File: config.mk
export PLATFORM = sky130hd
export DESIGN_NAME = fpu_issue_ctl
export DESIGN_NICKNAME = d
export VERILOG_FILES = /design/src/rtl/fpu_issue_ctl.sv
export SDC_FILE = /design/constraint.sdc
export NUM_CORES = 1
export LEC_CHECK = 0
export BUFFER_PORTS_ARGS = -buffer_cell sky130_fd_sc_hd__buf_2
export CORE_MARGIN = 8
export CORE_UTILIZATION = 29
export DETAILED_ROUTE_END_ITERATION = 12
export PLACE_DENSITY_LB_ADDON = 0.1
export SLEW_MARGIN = 20
export SYNTH_ARGS = -nofsm -noshare
export SYNTH_HDL_FRONTEND = slang
export SYNTH_SLANG_ARGS = --single-unit
File: constraint.sdc
create_clock -name clk -period 2.77 [get_ports clk]
set_clock_uncertainty 0.15 [all_clocks]
set_input_delay 0.554 -clock clk [delete_from_list [all_inputs] [get_ports clk]]
set_output_delay 0.554 -clock clk [all_outputs]
set_load 0.005 [all_outputs]
File: src/rtl/fpu_issue_ctl.sv
`default_nettype none
// fpu_issue_ctl: issues one FP request at a time onto the fpu core buses, tracks
// completion through fpbusyn and returns the result on a valid/ready port. Rev 1.0
module fpu_issue_ctl #(
   parameter int WDOG_W = 8
) (
   input  logic        clk,
   input  logic        reset_l,
   input  logic        req_valid,
   output logic        req_ready,
   input  logic [7:0]  req_op,
   input  logic        req_dprec,
   input  logic        req_res2,
   input  logic [31:0] req_a_hi,
   input  logic [31:0] req_a_lo,
   input  logic [31:0] req_b_hi,
   input  logic [31:0] req_b_lo,
   output logic        rsp_valid,
   input  logic        rsp_ready,
   output logic [31:0] rsp_hi,
   output logic [31:0] rsp_lo,
   output logic        rsp_tmo,
   input  logic        iu_kill,
   input  logic        iu_hold,
   output logic [7:0]  fpop,
   output logic        fpop_valid,
   output logic [31:0] fpain,
   output logic [31:0] fpbin,
   output logic        fpkill,
   output logic        fphold,
   input  logic [31:0] fpout,
   input  logic        fpbusyn
);

   typedef enum logic [2:0] {
      S_IDLE  = 3'd0,
      S_ISSUE = 3'd1,
      S_OPND2 = 3'd2,
      S_WAIT  = 3'd3,
      S_RES2  = 3'd4,
      S_DONE  = 3'd5
   } state_t;

   state_t             state_q, state_d;
   logic               dprec_q, dprec_d;
   logic               res2_q, res2_d;
   logic [31:0]        a_lo_q, a_lo_d;
   logic [31:0]        b_lo_q, b_lo_d;
   logic [7:0]         fpop_q, fpop_d;
   logic [31:0]        fpain_q, fpain_d;
   logic [31:0]        fpbin_q, fpbin_d;
   logic [31:0]        rsp_hi_q, rsp_hi_d;
   logic [31:0]        rsp_lo_q, rsp_lo_d;
   logic               rsp_tmo_q, rsp_tmo_d;
   logic               seen_busy_q, seen_busy_d;
   logic [WDOG_W-1:0]  wdog_q, wdog_d;

   logic               w_idle;
   logic               w_wdog_max;

   assign w_idle     = (state_q == S_IDLE);
   assign w_wdog_max = &wdog_q;

   assign fpop    = fpop_q;
   assign fpain   = fpain_q;
   assign fpbin   = fpbin_q;
   assign rsp_hi  = rsp_hi_q;
   assign rsp_lo  = rsp_lo_q;
   assign rsp_tmo = rsp_tmo_q;
   assign fphold  = iu_hold;

   always_comb begin
      state_d     = state_q;
      dprec_d     = dprec_q;
      res2_d      = res2_q;
      a_lo_d      = a_lo_q;
      b_lo_d      = b_lo_q;
      fpop_d      = fpop_q;
      fpain_d     = fpain_q;
      fpbin_d     = fpbin_q;
      rsp_hi_d    = rsp_hi_q;
      rsp_lo_d    = rsp_lo_q;
      rsp_tmo_d   = rsp_tmo_q;
      seen_busy_d = seen_busy_q;
      wdog_d      = wdog_q;

      // Ready is withheld under hold as well, so a handshake always means accept.
      req_ready  = w_idle && !iu_kill && !iu_hold;
      fpop_valid = (state_q == S_ISSUE);
      rsp_valid  = (state_q == S_DONE);
      fpkill     = (!w_idle && iu_kill) ||
                   ((state_q == S_WAIT) && w_wdog_max && !iu_hold);

      if (!w_idle && iu_kill) begin
         state_d     = S_IDLE;
         rsp_tmo_d   = 1'b0;
         seen_busy_d = 1'b0;
         wdog_d      = '0;
      end else if (!iu_hold) begin
         case (state_q)
            S_IDLE: begin
               if (req_valid && !iu_kill) begin
                  fpop_d  = req_op;
                  fpain_d = req_a_hi;
                  fpbin_d = req_b_hi;
                  dprec_d = req_dprec;
                  res2_d  = req_res2;
                  a_lo_d  = req_a_lo;
                  b_lo_d  = req_b_lo;
                  state_d = S_ISSUE;
               end
            end
            S_ISSUE: begin
               if (dprec_q) begin
                  fpain_d = a_lo_q;
                  fpbin_d = b_lo_q;
                  state_d = S_OPND2;
               end else begin
                  state_d = S_WAIT;
               end
            end
            S_OPND2: begin
               state_d = S_WAIT;
            end
            S_WAIT: begin
               // The watchdog wins over a simultaneous completion so that no
               // output ever depends combinationally on fpbusyn.
               if (w_wdog_max) begin
                  rsp_hi_d  = '0;
                  rsp_lo_d  = '0;
                  rsp_tmo_d = 1'b1;
                  state_d   = S_DONE;
               end else begin
                  wdog_d = wdog_q + WDOG_W'(1);
                  if (!fpbusyn) begin
                     seen_busy_d = 1'b1;
                  end
                  if (fpbusyn && seen_busy_q) begin
                     rsp_hi_d = fpout;
                     rsp_lo_d = '0;
                     state_d  = res2_q ? S_RES2 : S_DONE;
                  end
               end
            end
            S_RES2: begin
               rsp_lo_d = fpout;
               state_d  = S_DONE;
            end
            S_DONE: begin
               if (rsp_ready) begin
                  rsp_tmo_d   = 1'b0;
                  seen_busy_d = 1'b0;
                  wdog_d      = '0;
                  state_d     = S_IDLE;
               end
            end
            default: begin
               state_d = S_IDLE;
            end
         endcase
      end
   end

   always_ff @(posedge clk or negedge reset_l) begin
      if (!reset_l) begin
         state_q     <= S_IDLE;
         dprec_q     <= 1'b0;
         res2_q      <= 1'b0;
         a_lo_q      <= '0;
         b_lo_q      <= '0;
         fpop_q      <= '0;
         fpain_q     <= '0;
         fpbin_q     <= '0;
         rsp_hi_q    <= '0;
         rsp_lo_q    <= '0;
         rsp_tmo_q   <= 1'b0;
         seen_busy_q <= 1'b0;
         wdog_q      <= '0;
      end else begin
         state_q     <= state_d;
         dprec_q     <= dprec_d;
         res2_q      <= res2_d;
         a_lo_q      <= a_lo_d;
         b_lo_q      <= b_lo_d;
         fpop_q      <= fpop_d;
         fpain_q     <= fpain_d;
         fpbin_q     <= fpbin_d;
         rsp_hi_q    <= rsp_hi_d;
         rsp_lo_q    <= rsp_lo_d;
         rsp_tmo_q   <= rsp_tmo_d;
         seen_busy_q <= seen_busy_d;
         wdog_q      <= wdog_d;
      end
   end

endmodule
`default_nettype wire

==> flow_summary.yaml, run 1 <==
run_status:
  outcome: "completed"
worst_setup_path:
  start_kind: "flip-flop"
  rr_endpoint: "wdog_q[7]"
  path_class: "flip-flop to primary output"
  cp_num_buf_inv: 2
  cp.required_ns: 2.07
  path_cells: "ha_4 -> and4_4 -> nand4_4 -> inv_1 -> a21oi_1 -> o21ai_1 -> buf_2"
  slowest_stage: "dfrtp_1"
  endpoint_kind: "primary output"
  r2r_cells: 5
  max_stage_delay_ns: 0.42
  path_max_fanout: 5
  crit_family: "flip-flops"
  worstPathArrival_ns: 1.92
  reg2reg_setup_slack_ns: 0.38
  timing.rr.start: "state_q[1]"
floorplan:
  die_h_um: 197
  core_um2: 32400
  io-pin-count: 319
  dieArea_um2: 38700
  num_rows: 66
  start_util_pct: 29.3
  die_x_um: 197
route:
  avgViaCountPerCell: 4.48
  drt_first_iter_violations: 252
  drc_errors: 0
  drt_wl_total_um: 30100
  avgRoutedWirePerCell_um: 18.7
  vias: 7209
  dr.pass1.iters: 4
  ant_nets: 0
timing:
  period_share_pct: 94.9
  finalHoldViolCount: 0
  slew_headroom_pct: 57.8
  worst_pin_slew_ns: 0.633
  max_freq_mhz: 380
  period_needed_ns: 2.63
  holdWs_ns: 0.110
  fin_tns_setup_ns: 0
  rsz0062_at_grt: "false"
  drv_slew: 0
  finalSetupViolCount: 0
  setup_ws_ns: 0.142
yosys:
  ys_seq_elements: 215
  syn_avg_cell_area_um2: 11.4
  synth_fa_ha_area_share_pct: 0.132
  syn_area_um2: 9480
  synth_flop_cell: "dfrtp_1"
  synth-xor-area-share_pct: 0.185
  ys_warn_count: 0
  async_reset_ff_share_pct: 100
  synth-compound-area-share_pct: 7.57
  synthSimpleGateAreaFrac_pct: 13.3
  ys_seq_area_share_pct: 56.8
  synth.mux.area_fraction_pct: 18.2
  synth_top_family_by_area: "multiplexers"
  synthesis.nets: 1011
  synth_edf_count: 0
  ys_types: 51
  postSynthCellCount: 833
global_route:
  antenna_found_initial: 7
  grt_use_met2_pct: 24.7
  busiest_layer: "met2"
  use_met3_pct: 3.96
  grt.total_usage_pct: 15.1
  met1_usage_pct: 19.4
  grt_max_degree: 67
  grt_pass1_vias: 7644
  grt_pass1_wl_um: 46400
  grt_overflow: 0
layout:
  fin_nets: 1324
  area_growth_syn_to_layout_pct: 32.4
  layout.cells.most_common: "buf_2"
  utilization_pct: 38.8
  final_cell_mix: "317 x buf_2, 214 x dfrtp_1, 173 x nand2_1"
  drive_gt1_share_pct: 40.7
  fillerInstances: 3344
  final_area_um2: 12500
power:
  vdd_drop_max_v: 0.000460
  power_density_nw_per_um2: 969
  leakagePower_nw: 6.47
clock_tree:
  clk_latency_ns: 0.52
  cts_root_buf: "clkbuf_16"
  clkSlewWorstSetupHoldPaths_ns: 0.06
  cts_buffer_depth: 3
  htree_levels: 1
  cts.sinks: 215
  tritoncts: "built"
  numCtsBuffers: 26
run:
  drv_cap: 0
worst_hold_path:
  hold_end: "fpop[6]"
  min_path_cells: 2
  hp-start: "req_op[6]"
  hold_class: "input port to flip-flop"
placed_design:
  placed_area_um2: 11600
  portBuffers: 318
  pre_cts_slack_ns: 0.335
  hpwl_um: 21200
  place_congestion: 0.742
[state kept, by name (all words and copies together) (netlist names), 3 cells and up]
signal,flops
a_lo_q,32
fpbin,32
fpain,32
b_lo_q,32
wdog_q,8
state_q,3
fpop,8
rsp_hi,32
rsp_lo,32
[cell type report]
class	instances	area, µm²	share of cell area [%]
Clock inverter	6	57.6	0.459
Inverter	5	18.8	0.150
Timing Repair Buffer	345	1970	15.7
Sequential cell	215	5380	42.9
Tap cell	442	553	4.41
Antenna cell	4	10.0	0.0798
Clock buffer	40	764	6.09
Multi-Input combinational cell	553	3790	30.2
[routing by layer]
| metal | up-vias | wire (µm) |
|---|---|---|
| met2 | 189 | 14500 |
| li1 | 3507 | - |
| met4 | 6 | 704 |
| met3 | 44 | 1930 |
| met5 | - | 39 |
| met1 | 3463 | 12900 |
[where the power goes]
part / switching (W) / total, W / internal (W) / leakage, nW
sequential: 0.000709 / 0.00503 / 0.00432 / 2.74
clock: 0.00131 / 0.00329 / 0.00198 / 0.402
combinational: 0.00176 / 0.00383 / 0.00208 / 3.33
[worst max path at each step]
stage / from / end / slack [ns] / cells after the start
6_report: wdog_q[0] / fpkill / 0.14 / 7
5_1_grt: wdog_q[0] / fpkill / 0.008 / 7
4_1_cts: wdog_q[0] / fpkill / 0.02 / 7
3_5_place_dp: iu_hold / wdog_q[7] / 0.33 / 6
3_3_place_gp: iu_kill / b_lo_q[17] / 0.38 / 6
2_1_floorplan: iu_kill / a_lo_q[0] / 0.69 / 7
[repair_timing]
item / in CTS / in global routing
pin swaps: 0 / 1
setup endpoints to repair: 2 / 1
gates resized for setup: 4 / 2
buffers inserted: 1 / 4
hold buffers: 1 / 0
endpoints found under the hold margin: 61 / 0
[cells by family after synthesis]
family                   Yosys count
AND/OR/NAND/NOR                  278
flip-flops                       215
multiplexers                     140
AO/OA/AOI/OAI                    132
buffers and inverters             65
XOR/XNOR                           2
adder cells (fa/ha/maj)            1
[synthesized netlist by cell type, drive strengths merged (2+ instances only)]
library cell	instances	area share [%]
nand2	174	6.9
nor2	10	0.40
nor4	2	0.36
nand4bb	2	0.24
dfrtp	215	57
nand2b	2	0.13
nand4	2	0.20
a21oi	10	0.61
nand3b	2	0.16
inv	5	0.20
xnor2	2	0.18
and3	3	0.20
mux2	75	11
mux2i	65	6.9
nor2b	2	0.13
nand3	69	3.6
buf	36	2.7
o21ai	109	5.8
clkbuf	24	0.95
a211oi	3	0.29
nor3	2	0.16
[per-stage QoR]
stage               std cells  total power (W)
floorplan                 833          0.00730
global placement         1554          0.00891
detailed placement       1554          0.00896
CTS                      1602           0.0124
global route             1610           0.0130
finish                   1610           0.0122
Power figures use the tool's default switching activity.
==> run 2, diff against run 1 <==
--- a/config.mk
+++ b/config.mk
@@ -7,9 +7,10 @@
 export LEC_CHECK = 0
 export BUFFER_PORTS_ARGS = -buffer_cell sky130_fd_sc_hd__buf_2
 export CORE_MARGIN = 8
-export CORE_UTILIZATION = 29
+export CORE_UTILIZATION = 51
 export DETAILED_ROUTE_END_ITERATION = 12
 export PLACE_DENSITY_LB_ADDON = 0.1
+export REMOVE_ABC_BUFFERS = 1
 export SLEW_MARGIN = 20
 export SYNTH_ARGS = -nofsm -noshare
 export SYNTH_HDL_FRONTEND = slang
==> run 2 against run 1 <==
Combinational power barely moved. Design area is 3.8% lower. Die area is 40% lower. Critical endpoint unchanged. Largest cell class unchanged.
==> flow_summary.yaml, run 2 (synthesis gave the netlist of run 1 again) <==
clock_tree:
  clkSlewWorstSetupHoldPaths_ns: 0.06
  cts_root_buf: "clkbuf_16"
  tritoncts: "built"
  numCtsBuffers: 23
  clk_latency_ns: 0.49
  htree_levels: 1
  cts_buffer_depth: 3
  cts.sinks: 215
timing:
  slew_headroom_pct: 54.0
  drv_slew: 0
  period_needed_ns: 2.65
  finalHoldViolCount: 0
  rsz0062_at_grt: "false"
  period_share_pct: 95.6
  setup_ws_ns: 0.121
  worst_pin_slew_ns: 0.690
  fin_tns_setup_ns: 0
  finalSetupViolCount: 0
  max_freq_mhz: 378
global_route:
  grt_pass1_wl_um: 42300
  grt_overflow: 0
  grt.total_usage_pct: 22.3
  antenna_found_initial: 7
  grt_pass1_vias: 7645
  grt_max_degree: 65
power:
  leakagePower_nw: 6.37
  power_density_nw_per_um2: 958
  vdd_drop_max_v: 0.000556
layout:
  finalNonFillerCells: 1393
  multi_input_area_um2: 3790
  area_growth_syn_to_layout_pct: 27.3
  final_cell_mix: "317 x buf_2, 215 x dfrtp_1, 173 x nand2_1"
  layout.cells.most_common: "buf_2"
  seqCellArea_um2: 5380
  drive_gt1_share_pct: 40.4
  fillerInstances: 1557
  fin_nets: 1321
run:
  drv_cap: 0
route:
  ant_nets: 0
  avgViaCountPerCell: 5.24
  avgRoutedWirePerCell_um: 18.9
  vias: 7303
  drc_errors: 0
  drt_wl_total_um: 26300
  dr.pass1.iters: 4
  drt_first_iter_violations: 360
floorplan:
  dieArea_um2: 23200
  die_x_um: 152
  num_rows: 50
  start_util_pct: 51.3
  die_h_um: 152
  core_um2: 18500
  io-pin-count: 319
run_status:
  outcome: "completed"
worst_setup_path:
  cp.required_ns: 2.07
  start_kind: "flip-flop"
  path_class: "flip-flop to primary output"
  worstPathArrival_ns: 1.94
  endpoint_kind: "primary output"
  path_max_fanout: 5
placed_design:
  pre_cts_slack_ns: 0.422
  hpwl_um: 18900
  place_congestion: 0.798
  place_inst: 1349
  portBuffers: 318
worst_hold_path:
  hold_class: "input port to flip-flop"
run 2: cell types whose count changed in the layout (fill, tap and decap cells not counted), moves of 3 or more:
cell / previous run / this run
buf_4: 13 / 17
clkbuf_16: 27 / 23
clkbuf_1: 9 / 6
buf_12: 13 / 9
run 2: final timing paths:
check / cells past startpoint / slack (ns) / startpoint / to
max: 7 / 0.12 / wdog_q[0] / fpkill
min: 2 / 0.13 / req_a_lo[20] / a_lo_q[20]
max reg2reg: 7 / 0.53 / wdog_q[0] / rsp_lo[31]
min reg2reg: 2 / 0.31 / rsp_hi[18] / rsp_hi[18]
max in group asynchronous: 3 / 1.32 / reset_l / b_lo_q[15]
min in group asynchronous: 2 / 0.47 / reset_l / b_lo_q[21]
run 2: metrics by stage:
step                      total power, W  hold slack, ns  instance area (µm²)  utilization (%)
after global routing              0.0123           0.118                12100             65.4
final                             0.0116           0.135                12100             65.4
after CTS                         0.0117           0.120                12000             65.2
after global placement           0.00877           0.297                11400             61.5
after floorplan                  0.00733           0.108                 9130                -
after detailed placement         0.00890           0.301                11400             61.5
run 2: cell type report:
| type | count | area share (%) |
|---|---|---|
| flip-flops and latches | 215 | 44.6 |
| multi-input cells | 553 | 31.4 |
| repair buffers | 345 | 15.9 |
| clock buffers | 31 | 5.19 |
| well taps | 234 | 2.43 |
| clock inverters | 5 | 0.207 |
| inverters | 5 | 0.156 |
| diodes | 5 | 0.104 |
run 2: repair_timing:
| action | CTS | global route |
|---|---|---|
| setup endpoints to repair | 1 | 1 |
| buffers inserted | 0 | 2 |
| gates cloned | 0 | 0 |
| hold buffers | 1 | 0 |
| endpoints found under the hold margin | 55 | 0 |
| pin swaps | 0 | 0 |
| resized for setup | 3 | 2 |
run 2: worst max-delay path: stages, from the launching register on:
cell     delay [ns]
dfrtp_1        0.43
ha_4           0.18
and4_4         0.25
nand4_4        0.15
inv_1          0.09
a21oi_1        0.07
o21ai_1        0.15
buf_2          0.14
run 2: layer usage:
metal	GRT usage, %	wire length (µm)	vias to the layer above
li1	-	-	3483
met1	28.4	11100	3494
met2	36.1	12300	273
met3	7.12	2210	47
met4	6.19	636	6
met5	0	39	-
run 2: power breakdown:
part | switching, W | internal, W
Combinational | 0.00174 | 0.00208
Sequential | 0.000690 | 0.00432
Clock | 0.00117 | 0.00156
==> run 3, diff against run 2 <==
--- a/config.mk
+++ b/config.mk
@@ -11,6 +11,7 @@
 export DETAILED_ROUTE_END_ITERATION = 12
 export PLACE_DENSITY_LB_ADDON = 0.1
 export REMOVE_ABC_BUFFERS = 1
+export SETUP_SLACK_MARGIN = 0.5
 export SLEW_MARGIN = 20
 export SYNTH_ARGS = -nofsm -noshare
 export SYNTH_HDL_FRONTEND = slang
==> run 3 against run 2 <==
Clock power hardly changed. Critical endpoint unchanged. Critical path depth stayed put. Non-clock buffer count is 13 higher. Register-to-register slack better by 0.03 ns. Flip-flop and latch count stayed put. Setup slack better by 0.16 ns. Combinational power is 4% higher. Largest cell class unchanged. Count of clock-buffer cells in the layout stayed put. Sequential power hardly changed.
==> flow_summary.yaml, run 3 (synthesis gave the netlist of run 1 again) <==
floorplan:
  dieArea_um2: 23200
  die_h_um: 152
  num_rows: 50
  start_util_pct: 51.3
  core_um2: 18500
  die_x_um: 152
  io-pin-count: 319
worst_setup_path:
  timing.rr.start: "state_q[2]"
  start_kind: "flip-flop"
  cp.required_ns: 2.07
  rr_endpoint: "wdog_q[7]"
  worstPathArrival_ns: 1.79
  endpoint_kind: "primary output"
  r2r_cells: 6
  path_max_fanout: 2
  path_class: "flip-flop to primary output"
  critical_path.endpoint: "fpkill"
  reg2reg_setup_slack_ns: 0.56
  crit_start: "wdog_q[0]"
placed_design:
  pre_cts_slack_ns: 0.422
  portBuffers: 318
  place_congestion: 0.798
  hpwl_um: 18900
  placed_area_um2: 11400
timing:
  fin_tns_setup_ns: 0
  drv_slew: 0
  max_freq_mhz: 402
  holdWs_ns: 0.133
  setup_ws_ns: 0.281
  finalHoldViolCount: 0
  finalSetupViolCount: 0
  worst_pin_slew_ns: 0.612
  slew_headroom_pct: 59.1
  period_share_pct: 89.9
  rsz0062_at_grt: "true"
  period_needed_ns: 2.49
route:
  drt_first_iter_violations: 387
  dr.pass1.iters: 4
  avgViaCountPerCell: 5.26
  drt_wl_total_um: 27000
  drc_errors: 0
  avgRoutedWirePerCell_um: 19.2
  ant_nets: 0
  vias: 7407
clock_tree:
  clk_latency_ns: 0.50
  cts.sinks: 215
  cts_buffer_depth: 3
  tritoncts: "built"
  htree_levels: 1
  numCtsBuffers: 23
  clkSlewWorstSetupHoldPaths_ns: 0.06
  cts_root_buf: "clkbuf_16"
global_route:
  grt.total_usage_pct: 22.5
  grt_overflow: 0
  grt_max_degree: 65
  grt_pass1_vias: 7715
  antenna_found_initial: 7
  grt_pass1_wl_um: 42600
layout:
  seqCellArea_um2: 5380
  drive_gt1_share_pct: 41.7
  final_cell_mix: "317 x buf_2, 212 x dfrtp_1, 173 x nand2_1"
  multi_input_area_um2: 3820
  fillerInstances: 1526
  area_growth_syn_to_layout_pct: 28.8
  fin_nets: 1335
  layout.cells.most_common: "buf_2"
  final_area_um2: 12200
run:
  drv_cap: 0
power:
  vdd_drop_max_v: 0.000559
  leakagePower_nw: 6.44
  power_density_nw_per_um2: 959
worst_hold_path:
  hold_class: "input port to flip-flop"
  min_path_cells: 2
run_status:
  outcome: "completed"
## run 3: cell types whose count changed in the layout (fill, tap and decap cells not counted)
cell,change
buf_4,+11
dfrtp_1,-3
dfrtp_2,+3
buf_6,+2
inv_1,-2
inv_4,+2
a21oi_1,-1
a21oi_4,+1
nand3_2,+1
o21ai_0,-1
o21ai_2,+1
## run 3: per-stage QoR
| step | power [W] | instances | utilization, % |
|---|---|---|---|
| 2_1_floorplan | 0.00733 | 773 | - |
| 3_3_place_gp | 0.00877 | 1349 | 61.5 |
| 3_5_place_dp | 0.00890 | 1349 | 61.5 |
| 4_1_cts | 0.0118 | 1398 | 65.8 |
| 5_1_grt | 0.0125 | 1406 | 66.1 |
| 6_report | 0.0117 | 1407 | 66.1 |
## run 3: critical path: stages, from the launching register on
cell and delay (ns):
dfrtp_1 0.41, ha_4 0.15, and4_4 0.24, nand4_4 0.09, inv_2 0.07, a21oi_2 0.05, o21ai_1 0.14, buf_2 0.14
## run 3: cell type report
type	count	share of cell area [%]
diodes	5	0.103
clock buffers	31	5.13
clock inverters	5	0.205
inverters	5	0.195
multi-input cells	554	31.3
flip-flops and latches	215	44.1
well taps	234	2.40
repair buffers	358	16.6
## run 3: worst min path at each step
stage,startpoint,endpoint
after CTS,req_a_lo[20],a_lo_q[20]
after detailed placement,rsp_hi[13],rsp_hi[13]
after global placement,rsp_hi[22],rsp_hi[22]
after global routing,req_a_lo[20],a_lo_q[20]
after floorplan,reset_l,a_lo_q[0]
final,req_a_lo[20],a_lo_q[20]
## run 3: what timing repair did
action | CTS | global route
cloned | 0 | 1
hold endpoints to repair | 55 | 0
hold buffers | 1 | 0
resized for setup | 10 | 8
setup endpoints to repair | 56 | 89
pin swaps | 5 | 5
setup buffers | 12 | 3
## run 3: power breakdown
part	internal [W]	leakage, nW	switching, W
Clock	0.00156	0.324	0.00117
Combinational	0.00215	3.38	0.00182
Sequential	0.00432	2.74	0.000675
## run 3: metal layers
metal / up-vias / routed length [µm] / global-route usage [%]
met4: 6 / 662 / 6.28
li1: 3516 / - / -
met3: 49 / 2210 / 7.18
met5: - / 39 / 0
met2: 272 / 12600 / 36.3
met1: 3564 / 11500 / 28.7
